## config.mk

```make
export PLATFORM = sky130hd
export DESIGN_NAME = reaction_delay_timer
export DESIGN_NICKNAME = d
export VERILOG_FILES = /design/src/rtl/reaction_delay_timer.sv
export SDC_FILE = /design/constraint.sdc
export NUM_CORES = 1
export LEC_CHECK = 0
export BUFFER_PORTS_ARGS = -buffer_cell sky130_fd_sc_hd__buf_2
export CORE_UTILIZATION = 60
export CTS_BUF_LIST = sky130_fd_sc_hd__clkbuf_4
export DETAILED_ROUTE_END_ITERATION = 10
export GPL_TIMING_DRIVEN = 0
export PLACE_DENSITY = 0.77
export SLEW_MARGIN = 20
export SYNTH_ARGS = -nofsm -noshare
export SYNTH_HDL_FRONTEND = slang
export SYNTH_SLANG_ARGS = --single-unit
```

## constraint.sdc

```tcl
create_clock -name CLOCK_50 -period 4 [get_ports CLOCK_50]
set_input_delay 0.6 -clock CLOCK_50 [delete_from_list [all_inputs] [get_ports CLOCK_50]]
set_output_delay 0.6 -clock CLOCK_50 [all_outputs]
set_load 0.01 [all_outputs]
```

## src/rtl/reaction_delay_timer.sv

```systemverilog
// Reaction-timer hold-off and measurement block: random millisecond delay after
// start_delay rises, then counts the player's reaction time until the trigger press.
module reaction_delay_timer #(
   parameter int LFSR_W      = 7,
   parameter int DELAY_BASE  = 500,
   parameter int DELAY_SHIFT = 4,
   parameter int MAX_REACT   = 9999
) (
   input  logic              CLOCK_50,
   input  logic              reset_n,
   input  logic              tick_ms,
   input  logic              start_delay,
   input  logic [LFSR_W-1:0] lfsr_val,
   input  logic              trigger,
   output logic              time_out,
   output logic [13:0]       react_ms,
   output logic              result_valid,
   output logic              false_start,
   output logic              busy
);

   typedef enum logic [1:0] {
      S_IDLE,
      S_DELAY,
      S_WAIT_REACT
   } state_t;

   state_t            state;
   logic              trig_s1;
   logic              trig_s2;
   logic              trig_prev;
   logic              press_q;
   logic              sd_prev;
   logic [11:0]       delay_cnt;
   logic [13:0]       react_cnt;

   logic              sd_rise;
   logic [LFSR_W-1:0] lfsr_eff;
   logic [11:0]       delay_load;

   always_comb begin
      sd_rise    = start_delay & ~sd_prev;
      lfsr_eff   = (lfsr_val == '0) ? {{(LFSR_W-1){1'b0}}, 1'b1} : lfsr_val;
      delay_load = 12'(DELAY_BASE) + (12'(lfsr_eff) << DELAY_SHIFT);
   end

   // Press is registered once more so the FSM acts three edges after the
   // first low sample of the raw key.
   always_ff @(posedge CLOCK_50 or negedge reset_n) begin
      if (!reset_n) begin
         trig_s1   <= 1'b1;
         trig_s2   <= 1'b1;
         trig_prev <= 1'b1;
         press_q   <= 1'b0;
         sd_prev   <= 1'b0;
      end else begin
         trig_s1   <= trigger;
         trig_s2   <= trig_s1;
         trig_prev <= trig_s2;
         press_q   <= trig_prev & ~trig_s2;
         sd_prev   <= start_delay;
      end
   end

   always_ff @(posedge CLOCK_50 or negedge reset_n) begin
      if (!reset_n) begin
         state        <= S_IDLE;
         delay_cnt    <= '0;
         react_cnt    <= '0;
         time_out     <= 1'b0;
         react_ms     <= '0;
         result_valid <= 1'b0;
         false_start  <= 1'b0;
         busy         <= 1'b0;
      end else begin
         result_valid <= 1'b0;
         // time_out outlives WAIT_REACT; only the FSM dropping start_delay clears it.
         if (!start_delay) begin
            time_out <= 1'b0;
         end
         case (state)
            S_IDLE: begin
               if (sd_rise) begin
                  delay_cnt <= delay_load;
                  state     <= S_DELAY;
                  busy      <= 1'b1;
               end
            end
            S_DELAY: begin
               if (press_q) begin
                  false_start  <= 1'b1;
                  react_ms     <= '0;
                  result_valid <= 1'b1;
                  state        <= S_IDLE;
                  busy         <= 1'b0;
               end else if (!start_delay) begin
                  state <= S_IDLE;
                  busy  <= 1'b0;
               end else if (tick_ms) begin
                  if (delay_cnt == 12'd1) begin
                     delay_cnt <= '0;
                     react_cnt <= '0;
                     time_out  <= 1'b1;
                     state     <= S_WAIT_REACT;
                  end else begin
                     delay_cnt <= delay_cnt - 12'd1;
                  end
               end
            end
            S_WAIT_REACT: begin
               if (press_q) begin
                  react_ms     <= react_cnt;
                  false_start  <= 1'b0;
                  result_valid <= 1'b1;
                  state        <= S_IDLE;
                  busy         <= 1'b0;
               end else if (tick_ms) begin
                  if (react_cnt >= 14'(MAX_REACT - 1)) begin
                     react_cnt    <= 14'(MAX_REACT);
                     react_ms     <= 14'(MAX_REACT);
                     false_start  <= 1'b0;
                     result_valid <= 1'b1;
                     state        <= S_IDLE;
                     busy         <= 1'b0;
                  end else begin
                     react_cnt <= react_cnt + 14'd1;
                  end
               end
            end
            default: begin
               state <= S_IDLE;
               busy  <= 1'b0;
            end
         endcase
      end
   end

endmodule

```

==> flow_metrics.tcl, run 1 <==
set metrics [dict create \
    use_met2 0.409 \
    final-max-slew-violation-count 0 \
    synth_area_um2 2850 \
    p_total_mw 1.50 \
    initial_core_util 0.640 \
    synth_top_family_by_area "compound AO/OA/AOI/OAI gates" \
    grt-busiest-layer "met2" \
    power.density_nw_per_um2 482 \
    synth_top_area_share 0.422 \
    cts_setup_buffers 0 \
    p_int_mw 0.894 \
    p_sw_frac 0.404 \
    yosys_most_used_dff "dfrtp_1" \
    yosys_warnings 0 \
    power.leakage_nw 1.40 \
    clkLatencyLatePin_ns 0.38 \
    power.net_switching_mw 0.607 \
    synthMuxAreaShare 0.0198 \
    viasPerCell 6.39 \
    antenna_found_initial 0 \
    grt_pass1_wl_um 10400 \
    num_vias 2466 \
    cts_buffers 5 \
    grtUsageTotal 0.264 \
    ys_ff_latch 51 \
    final_common_cell "dfrtp_1" \
    grt_max_degree 52 \
    worstSetupStartpointType "flop" \
    cp.required_ns 4.30 \
    hold_slack_ns 0.213 \
    drt_iter0_drc 265 \
    place.port_buffers 29 \
    synth_xor_area_frac 0.0123 \
    cts.sinks 51 \
    die_area_um2 5020 \
    synth_top_area_cell "dfrtp_1" \
    worst-setup-path-type "reg2reg" \
    fin_skew_ns 0.0216 \
    pwr-share-seq 0.442 \
    max_freq_mhz 401 \
    arrival_ns 2.80 \
    syn2layout_area_growth_pct 9.49 \
    root_buffer "clkbuf_4" \
    met3_usage 0.0456 \
    nets 353 \
    die_x_um 70.9 \
    synth-seq-area-share 0.450 \
    htree_levels 2 \
    synth-compound-area-share 0.276 \
    die_h_um 70.9 \
    met1_usage 0.389 \
    routed_wl_um 6170 \
    finalSetupViolations 0 \
    cp-end-kind "flop" \
    rsz0062_at_grt "false" \
    synthSimpleGateAreaFrac 0.166 \
    synth_edf_count 0 \
    holdBufCountCts 0 \
    wl_per_cell_um 16.0 \
    diodes 0 \
    drc 0 \
    drive_above_1_share 0.171 \
    overflow 0 \
    power_frac_comb 0.403 \
    slew_headroom 0.580 \
    hold_path_class "in2async" \
    synth_cells 297 \
    vdd_drop_max_v 0.000334 \
    pwr-share-clk 0.155 \
    rows 24 \
    num_io_pins 30 \
    cts_tree "done" \
    clk_path_buf_depth 2 \
    hpwl_um 4420 \
    period_minus_slack_ns 2.49 \
    drtAntennaViolNets 0 \
    path_max_fanout 10 \
    setup-tns-final_ns 0 \
    worstMarginPinSlew_ns 0.630 \
    max_cap_violations 0 \
    hold_violations 0 \
    final_cell_mix "dfrtp_1 (48), buf_2 (31), o21ai_0 (22)" \
    path_clk_slew_ns 0.15 \
    synth_adder_area_share 0.0352 \
    synth_area_leaders "dfrtp_1 (42%), a22o_1 (4.3%), o21ai_0 (3.9%)" \
    status "finished clean" \
    synth.distinct_cells 55 \
    core_area_um2 4440 \
    min_period_over_period 0.623 \
    drtPass1Iterations 7 \
    async_flop_share 1.00 \
    syn_avg_cell_area_um2 9.58 \
    grt_pass1_vias 2237 \
    gp_congestion 0.901 \
    syn-num-nets 317 \
    post_cts_resized 0 \
]
[sequential cells by signal, indices dropped and copies added (netlist names), 2 cells and up]
name / flops
state: 2
react_cnt: 14
react_ms: 14
delay_cnt: 12
[cells in the mapped netlist (3+ instances only)]
cell type	instances
dfrtp_1	48
o21ai_0	22
a21oi_1	19
nand2_1	16
nor2_1	15
a22o_1	14
clkbuf_1	12
inv_1	12
nor3_1	11
a21o_1	9
ha_1	8
nand3_1	8
o31ai_1	8
and2_1	5
mux2_2	5
nand4_1	5
nor2b_1	5
or3_1	5
a31oi_1	4
a32oi_1	4
and3_1	4
a211oi_1	3
a2bb2oi_1	3
a41oi_1	3
buf_2	3
dfstp_2	3
nand2b_1	3
o211ai_1	3
xnor2_1	3
[layout make-up]
| cell class | instances | area, µm² |
|---|---|---|
| repair buffers | 29 | 148 |
| well taps | 52 | 65.1 |
| multi-input cells | 217 | 1450 |
| flip-flops and latches | 51 | 1280 |
| clock buffers | 5 | 37.5 |
| clock inverters | 3 | 20.0 |
| fillers | 368 | 1330 |
| plain buffers | 16 | 67.6 |
| inverters | 13 | 48.8 |
[critical path, cell delays in order (launching register included)]
cell	delay (ns)
dfrtp_1	0.42
inv_1	0.09
ha_1	0.20
clkinv_1	0.27
o21a_1	0.28
a32oi_1	0.50
clkbuf_1	0.44
a22oi_1	0.17
o31ai_1	0.08
[cell families after synthesis]
group	count (synthesis)
multiplexers	5
AND/OR/NAND/NOR	88
flip-flops	51
buffers and inverters	29
AO/OA/AOI/OAI	112
XOR/XNOR	4
adder cells (fa/ha/maj)	8
[path summary, 6_finish.rpt]
check                      slack (ns)  cells past startpoint                       end                 start
min                              0.21                      1  delay_cnt[1]$_DFFE_PN0P_               reset_n
min in group CLOCK_50            0.32                      1         trig_s1$_DFF_PN1_               trigger
max in group asynchronous        3.35                      1        time_out$_DFF_PN0_               reset_n
max reg2reg                      1.51                      8  react_cnt[7]$_DFFE_PN0P_  state[0]$_DFFE_PN0P_
min reg2reg                      0.36                      0         trig_s2$_DFF_PN1_     trig_s1$_DFF_PN1_
max                              1.51                      8  react_cnt[7]$_DFFE_PN0P_  state[0]$_DFFE_PN0P_
[through the flow]
stage | instance area, µm² | util | instances | setup WS [ns]
6_report | 3120 | 0.701 | 386 | 1.51
5_1_grt | 3120 | 0.701 | 386 | 1.28
4_1_cts | 3110 | 0.701 | 386 | 1.55
3_5_place_dp | 3060 | 0.688 | 378 | 1.54
3_3_place_gp | 3060 | 0.688 | 378 | 1.58
2_1_floorplan | 2850 | - | 297 | 1.83
[per-layer routing]
layer,vias to the layer above,wire [µm]
met5,-,0
met4,0,64
met3,5,309
met2,78,2850
met1,1189,2950
li1,1194,-
[power by group through the flow]
stage	Sequential, mW	Combinational (mW)	Clock [mW]
6_report	0.663	0.604	0.233
5_1_grt	0.676	0.668	0.256
4_1_cts	0.661	0.599	0.242
3_5_place_dp	0.671	0.594	0
3_3_place_gp	0.667	0.583	0
2_1_floorplan	0.654	0.448	0
Note: power is estimated with default switching activity, not from simulation.
==> run 2, diff against run 1 <==
ABC_AREA = 1   (was not set)
clock period = 2.3 ns   (was 4 ns; I/O delays follow)
==> flow_metrics.tcl, run 2 <==
set metrics [dict create \
    grt_max_degree 52 \
    status "finished clean" \
    path_buf_inv 2 \
    p_int_mw 2.02 \
    place.port_buffers 29 \
    crit_path_max_incr_delay_ns 0.43 \
    p_total_mw 3.74 \
    yosys_most_used_dff "dfrtp_1" \
    power.net_switching_mw 1.72 \
    num_io_pins 30 \
    cts_buffers 5 \
    antenna_found_initial 0 \
    synth_cells 425 \
    power_frac_comb 0.517 \
    diodes 0 \
    cts_setup_buffers 0 \
    overflow 0 \
    grt_pass1_vias 2593 \
    grtUsageTotal 0.272 \
    rsz0062_at_grt "false" \
    p_sw_frac 0.460 \
    synth_edf_count 0 \
    path_max_fanout 10 \
    num_vias 2808 \
    pwr-share-clk 0.139 \
    die_area_um2 5440 \
    power.leakage_nw 1.83 \
    final-max-slew-violation-count 0 \
    final_util 0.704 \
    setup-tns-final_ns 0 \
    clkLatencyLatePin_ns 0.37 \
    finalSetupViolations 0 \
    reg.largest.list "react_cnt x14, react_ms x14, delay_cnt x12" \
    cpLargestDelayFamily "simple AND/OR/NAND/NOR gates" \
    clk_path_buf_depth 2 \
    synth_area_leaders "dfrtp_1 (39%), nand2_1 (15%), inv_1 (6.6%)" \
    viasPerCell 5.30 \
    place_area_um2 3320 \
    gp_congestion 0.887 \
    slew_headroom 0.572 \
    period_minus_slack_ns 2.07 \
    hold_violations 0 \
    die_h_um 73.8 \
    synth.distinct_cells 36 \
    synth_top_area_cell "dfrtp_1" \
    drive_above_1_share 0.143 \
    htree_levels 2 \
    syn_avg_cell_area_um2 7.27 \
    cts.sinks 51 \
    rr_startpoint "state[1]$_DFFE_PN0P_" \
    hpwl_um 5010 \
    final_common_cell "nand2_1" \
    drtPass1Iterations 5 \
    syn2layout_area_growth_pct 10.5 \
    worstSetupStartpointType "flop" \
    fin_skew_ns 0.0122 \
    async_flop_share 1.00 \
    nets 482 \
    vdd_drop_max_v 0.000766 \
    cp_slowest_cell "dfrtp_1" \
    met3_length_um 231 \
    syn-num-nets 445 \
    drt_iter0_drc 145 \
    final_cell_mix "nand2_1 (125), inv_1 (54), dfrtp_1 (48)" \
    cp.required_ns 2.56 \
    synthTopCellsByCount "nand2_1 (125), inv_1 (54), dfrtp_1 (48), nor2_1 (41), nand3_1 (32)" \
    min_period_over_period 0.899 \
    synth_top_area_share 0.389 \
    pwr-share-seq 0.344 \
    synth.most_common_cell "nand2_1" \
    core_area_um2 4850 \
    initial_core_util 0.637 \
    top_layer_used "met4" \
    routed_wl_um 6660 \
    drc 0 \
    max_freq_mhz 483 \
    worst-setup-path-type "reg2reg" \
    yosys_warnings 0 \
    dr_wl_met2_um 2850 \
    m1WireLength_um 3500 \
    die_x_um 73.8 \
    rows 25 \
    synth_area_um2 3090 \
    path_clk_slew_ns 0.14 \
    root_buffer "clkbuf_4" \
    synth-seq-area-share 0.414 \
    cp-end-kind "flop" \
    hp-start "trigger" \
    cts_tree "done" \
    power.density_nw_per_um2 1100 \
    max_cap_violations 0 \
    grt_pass1_wl_um 11400 \
    ys_ff_latch 51 \
    holdBufCountCts 1 \
    drtAntennaViolNets 0 \
    crit_start "state[1]$_DFFE_PN0P_" \
    post_cts_resized 0 \
    hold_path_class "in2reg" \
    arrival_ns 2.32 \
    fin_area_um2 3410 \
    wl_per_cell_um 12.6 \
    worstMarginPinSlew_ns 0.642 \
    crit_chain "inv_1, ha_1, inv_2, a21oi_2, nor3_4, nand2_4, a21oi_1, nor2_1" \
]
==> run 2: cell types whose count changed after synthesis, moves of 6 or more <==
cell / change
nand2_1: +109
inv_1: +42
nor2_1: +26
nand3_1: +24
nand4_1: +18
a22o_1: -14
a21o_1: -9
clkbuf_1: -9
o31ai_1: -8
xor2_1: +7
nor3_1: -6
==> run 2: final timing paths <==
| path | slack (ns) | endpoint | depth (start not counted) |
|---|---|---|---|
| max reg2reg | 0.23 | react_cnt[4]$_DFFE_PN0P_ | 8 |
| max | 0.23 | react_cnt[4]$_DFFE_PN0P_ | 8 |
| min in group asynchronous | 0.53 | time_out$_DFF_PN0_ | 2 |
| max in group asynchronous | 1.32 | react_cnt[7]$_DFFE_PN0P_ | 2 |
| min reg2reg | 0.37 | trig_s2$_DFF_PN1_ | 0 |
| min | 0.06 | trig_s1$_DFF_PN1_ | 1 |
==> run 2: cell type report <==
| class | count | area, µm² |
|---|---|---|
| multi-input cells | 304 | 1530 |
| fillers | 428 | 1440 |
| flip-flops and latches | 51 | 1280 |
| inverters | 59 | 224 |
| repair buffers | 30 | 158 |
| well taps | 67 | 83.8 |
| plain buffers | 11 | 60.1 |
| clock buffers | 6 | 45.0 |
| clock inverters | 2 | 37.5 |
==> run 2: cells by family (layout without fill, tap and decap cells) <==
| logic type | count (synthesis) | after routing | synth area share |
|---|---|---|---|
| and+or+nand+nor | 240 | 240 | 0.352 |
| buffers and inverters | 70 | 108 | 0.0919 |
| DFF | 51 | 51 | 0.414 |
| AOI/OAI and AO/OA | 48 | 48 | 0.0871 |
| adders and majority gates | 8 | 8 | 0.0324 |
| xor gates and xnor gates | 8 | 8 | 0.0227 |
==> run 2: metrics by stage <==
step                hold slack [ns]  setup WS (ns)  cells
floorplan                    0.0494          0.562    425
global placement              0.346          0.319    521
detailed placement            0.351          0.221    521
CTS                          0.0461          0.276    530
global route                 0.0427         0.0710    530
finish                       0.0597          0.231    530
==> run 2: power groups by stage <==
stage	combinational [mW]	sequential, mW	clock, mW
5_1_grt	2.19	1.31	0.566
6_report	1.93	1.29	0.521
4_1_cts	1.93	1.28	0.540
3_3_place_gp	1.87	1.29	0
3_5_place_dp	1.92	1.30	0
2_1_floorplan	1.42	1.32	0
==> run 2: metal layers <==
layer	up-vias	GRT usage
met2	69	0.418
met3	12	0.0384
met5	-	0
li1	1440	-
met1	1287	0.400
met4	0	0.0748
==> run 3, diff against run 2 <==
CORE_ASPECT_RATIO = 2   (was not set)
==> flow_metrics.tcl, run 3 (same netlist as run 2, synthesis figures left out) <==
set metrics [dict create \
    worst-setup-path-type "reg2reg" \
    hold_violations 0 \
    r2r_slack_ns 0.30 \
    die_area_um2 5460 \
    core_area_um2 4910 \
    drt_iter0_drc 62 \
    crit_path_max_incr_delay_ns 0.39 \
    nets 482 \
    clk_path_buf_depth 2 \
    hp-start "trigger" \
    p_int_mw 1.90 \
    path_clk_slew_ns 0.13 \
    cts.sinks 51 \
    arrival_ns 2.28 \
    finalNonFillerCells 520 \
    die_x_um 52.7 \
    grt_pass1_wl_um 12000 \
    top_layer_used "met4" \
    grt_max_degree 52 \
    die_h_um 103 \
    p_sw_frac 0.481 \
    worstMarginPinSlew_ns 0.651 \
    viasPerCell 5.34 \
    cp-end-kind "flop" \
    rr_worst_depth 8 \
    max_cap_violations 0 \
    grt_pass1_vias 2688 \
    pwr-share-seq 0.353 \
    cts_tree "done" \
    setup-tns-final_ns 0 \
    worstSetupStartpointType "flop" \
    cpLargestDelayFamily "simple AND/OR/NAND/NOR gates" \
    r2r-end "react_cnt[4]$_DFFE_PN0P_" \
    min_period_over_period 0.871 \
    rows 36 \
    slew_headroom 0.566 \
    pwr-share-clk 0.114 \
    finalSetupViolations 0 \
    drtAntennaViolNets 0 \
    wl_per_cell_um 14.2 \
    routed_wl_um 7380 \
    htree_levels 2 \
    hpwl_um 5830 \
    cts_buffers 5 \
    root_buffer "clkbuf_4" \
    cts_setup_buffers 0 \
    clkLatencyLatePin_ns 0.40 \
    crit_chain "inv_1, ha_1, inv_2, a21oi_2, nor3_4, nand2_4, a21oi_1, nor2_1" \
    final_common_cell "nand2_1" \
    drc 0 \
    hold_path_class "in2reg" \
    initial_core_util 0.629 \
    place.port_buffers 29 \
    num_io_pins 30 \
    whs_path_depth 1 \
    cp.required_ns 2.57 \
    vdd_drop_max_v 0.000993 \
    rsz0062_at_grt "false" \
    antenna_found_initial 0 \
    rr_startpoint "state[1]$_DFFE_PN0P_" \
    power.density_nw_per_um2 1080 \
    path_buf_inv 2 \
    drive_above_1_share 0.143 \
    met3_length_um 142 \
    grtUsageTotal 0.310 \
    holdBufCountCts 0 \
    power.leakage_nw 1.82 \
    m1WireLength_um 2700 \
    final-max-slew-violation-count 0 \
    final_cell_mix "nand2_1 (125), inv_1 (54), dfrtp_1 (48)" \
    cp_slowest_cell "dfrtp_1" \
    overflow 0 \
    gp_congestion 0.894 \
    dpl.cell_count 511 \
    reg.largest.list "react_cnt x14, react_ms x14, delay_cnt x12" \
    period_minus_slack_ns 2.00 \
    power_frac_comb 0.533 \
    num_vias 2779 \
    status "finished clean" \
    post_cts_resized 0 \
    hold_end "trig_s1$_DFF_PN1_" \
    drtPass1Iterations 4 \
    diodes 0 \
    max_freq_mhz 499 \
    dr_wl_met2_um 4310 \
    syn2layout_area_growth_pct 9.28 \
    fin_skew_ns 0.0165 \
    path_max_fanout 10 \
    power.net_switching_mw 1.76 \
]
run 3: cell count changes in the layout (fill, tap and decap cells not counted):
cell	delta
bufinv_16	-1
clkinv_2	+1
clkinvlp_4	+1
clkbuf_4	-1
run 3: layout make-up:
cell class                      count  area, µm²
Fill cell                         472       1530
Multi-Input combinational cell    304       1530
Sequential cell                    51       1280
Inverter                           59        224
Timing Repair Buffer               30        158
Tap cell                           57       71.3
Buffer                             11       60.1
Clock buffer                        5       37.5
Clock inverter                      3       20.0
run 3: routing by layer:
layer,GRT usage,up-vias
met5,0,-
met4,0.142,0
met3,0.0453,15
met2,0.601,40
met1,0.306,1285
li1,-,1439
run 3: power groups by stage:
stage | registers [mW] | clock network [mW] | logic, mW
finish | 1.29 | 0.418 | 1.95
detailed placement | 1.31 | 0 | 1.94
global placement | 1.30 | 0 | 1.90
CTS | 1.29 | 0.439 | 1.96
global route | 1.31 | 0.468 | 2.20
floorplan | 1.32 | 0 | 1.42
run 3: stage by stage:
stage / hold slack (ns) / power, mW / util / area, µm² / setup slack, ns
CTS: 0.0166 / 3.68 / 0.685 / 3360 / 0.293
detailed placement: 0.347 / 3.25 / 0.673 / 3310 / 0.101
floorplan: 0.0494 / 2.73 / - / 3090 / 0.562
global placement: 0.350 / 3.21 / 0.673 / 3310 / 0.162
finish: 0.0410 / 3.66 / 0.688 / 3380 / 0.296
global route: 0.0102 / 3.98 / 0.688 / 3380 / 0.143
run 3: how the worst max path moves through the flow:
stage | from | endpoint | slack (ns) | depth (start not counted)
2_1_floorplan | state[0]$_DFFE_PN0P_ | react_cnt[7]$_DFFE_PN0P_ | 0.56 | 10
3_3_place_gp | lfsr_val[3] | delay_cnt[10]$_DFFE_PN0P_ | 0.16 | 16
3_5_place_dp | lfsr_val[2] | delay_cnt[10]$_DFFE_PN0P_ | 0.10 | 16
4_1_cts | state[0]$_DFFE_PN0P_ | react_cnt[4]$_DFFE_PN0P_ | 0.29 | 8
5_1_grt | state[0]$_DFFE_PN0P_ | react_cnt[4]$_DFFE_PN0P_ | 0.14 | 8
6_report | state[1]$_DFFE_PN0P_ | react_cnt[4]$_DFFE_PN0P_ | 0.30 | 8
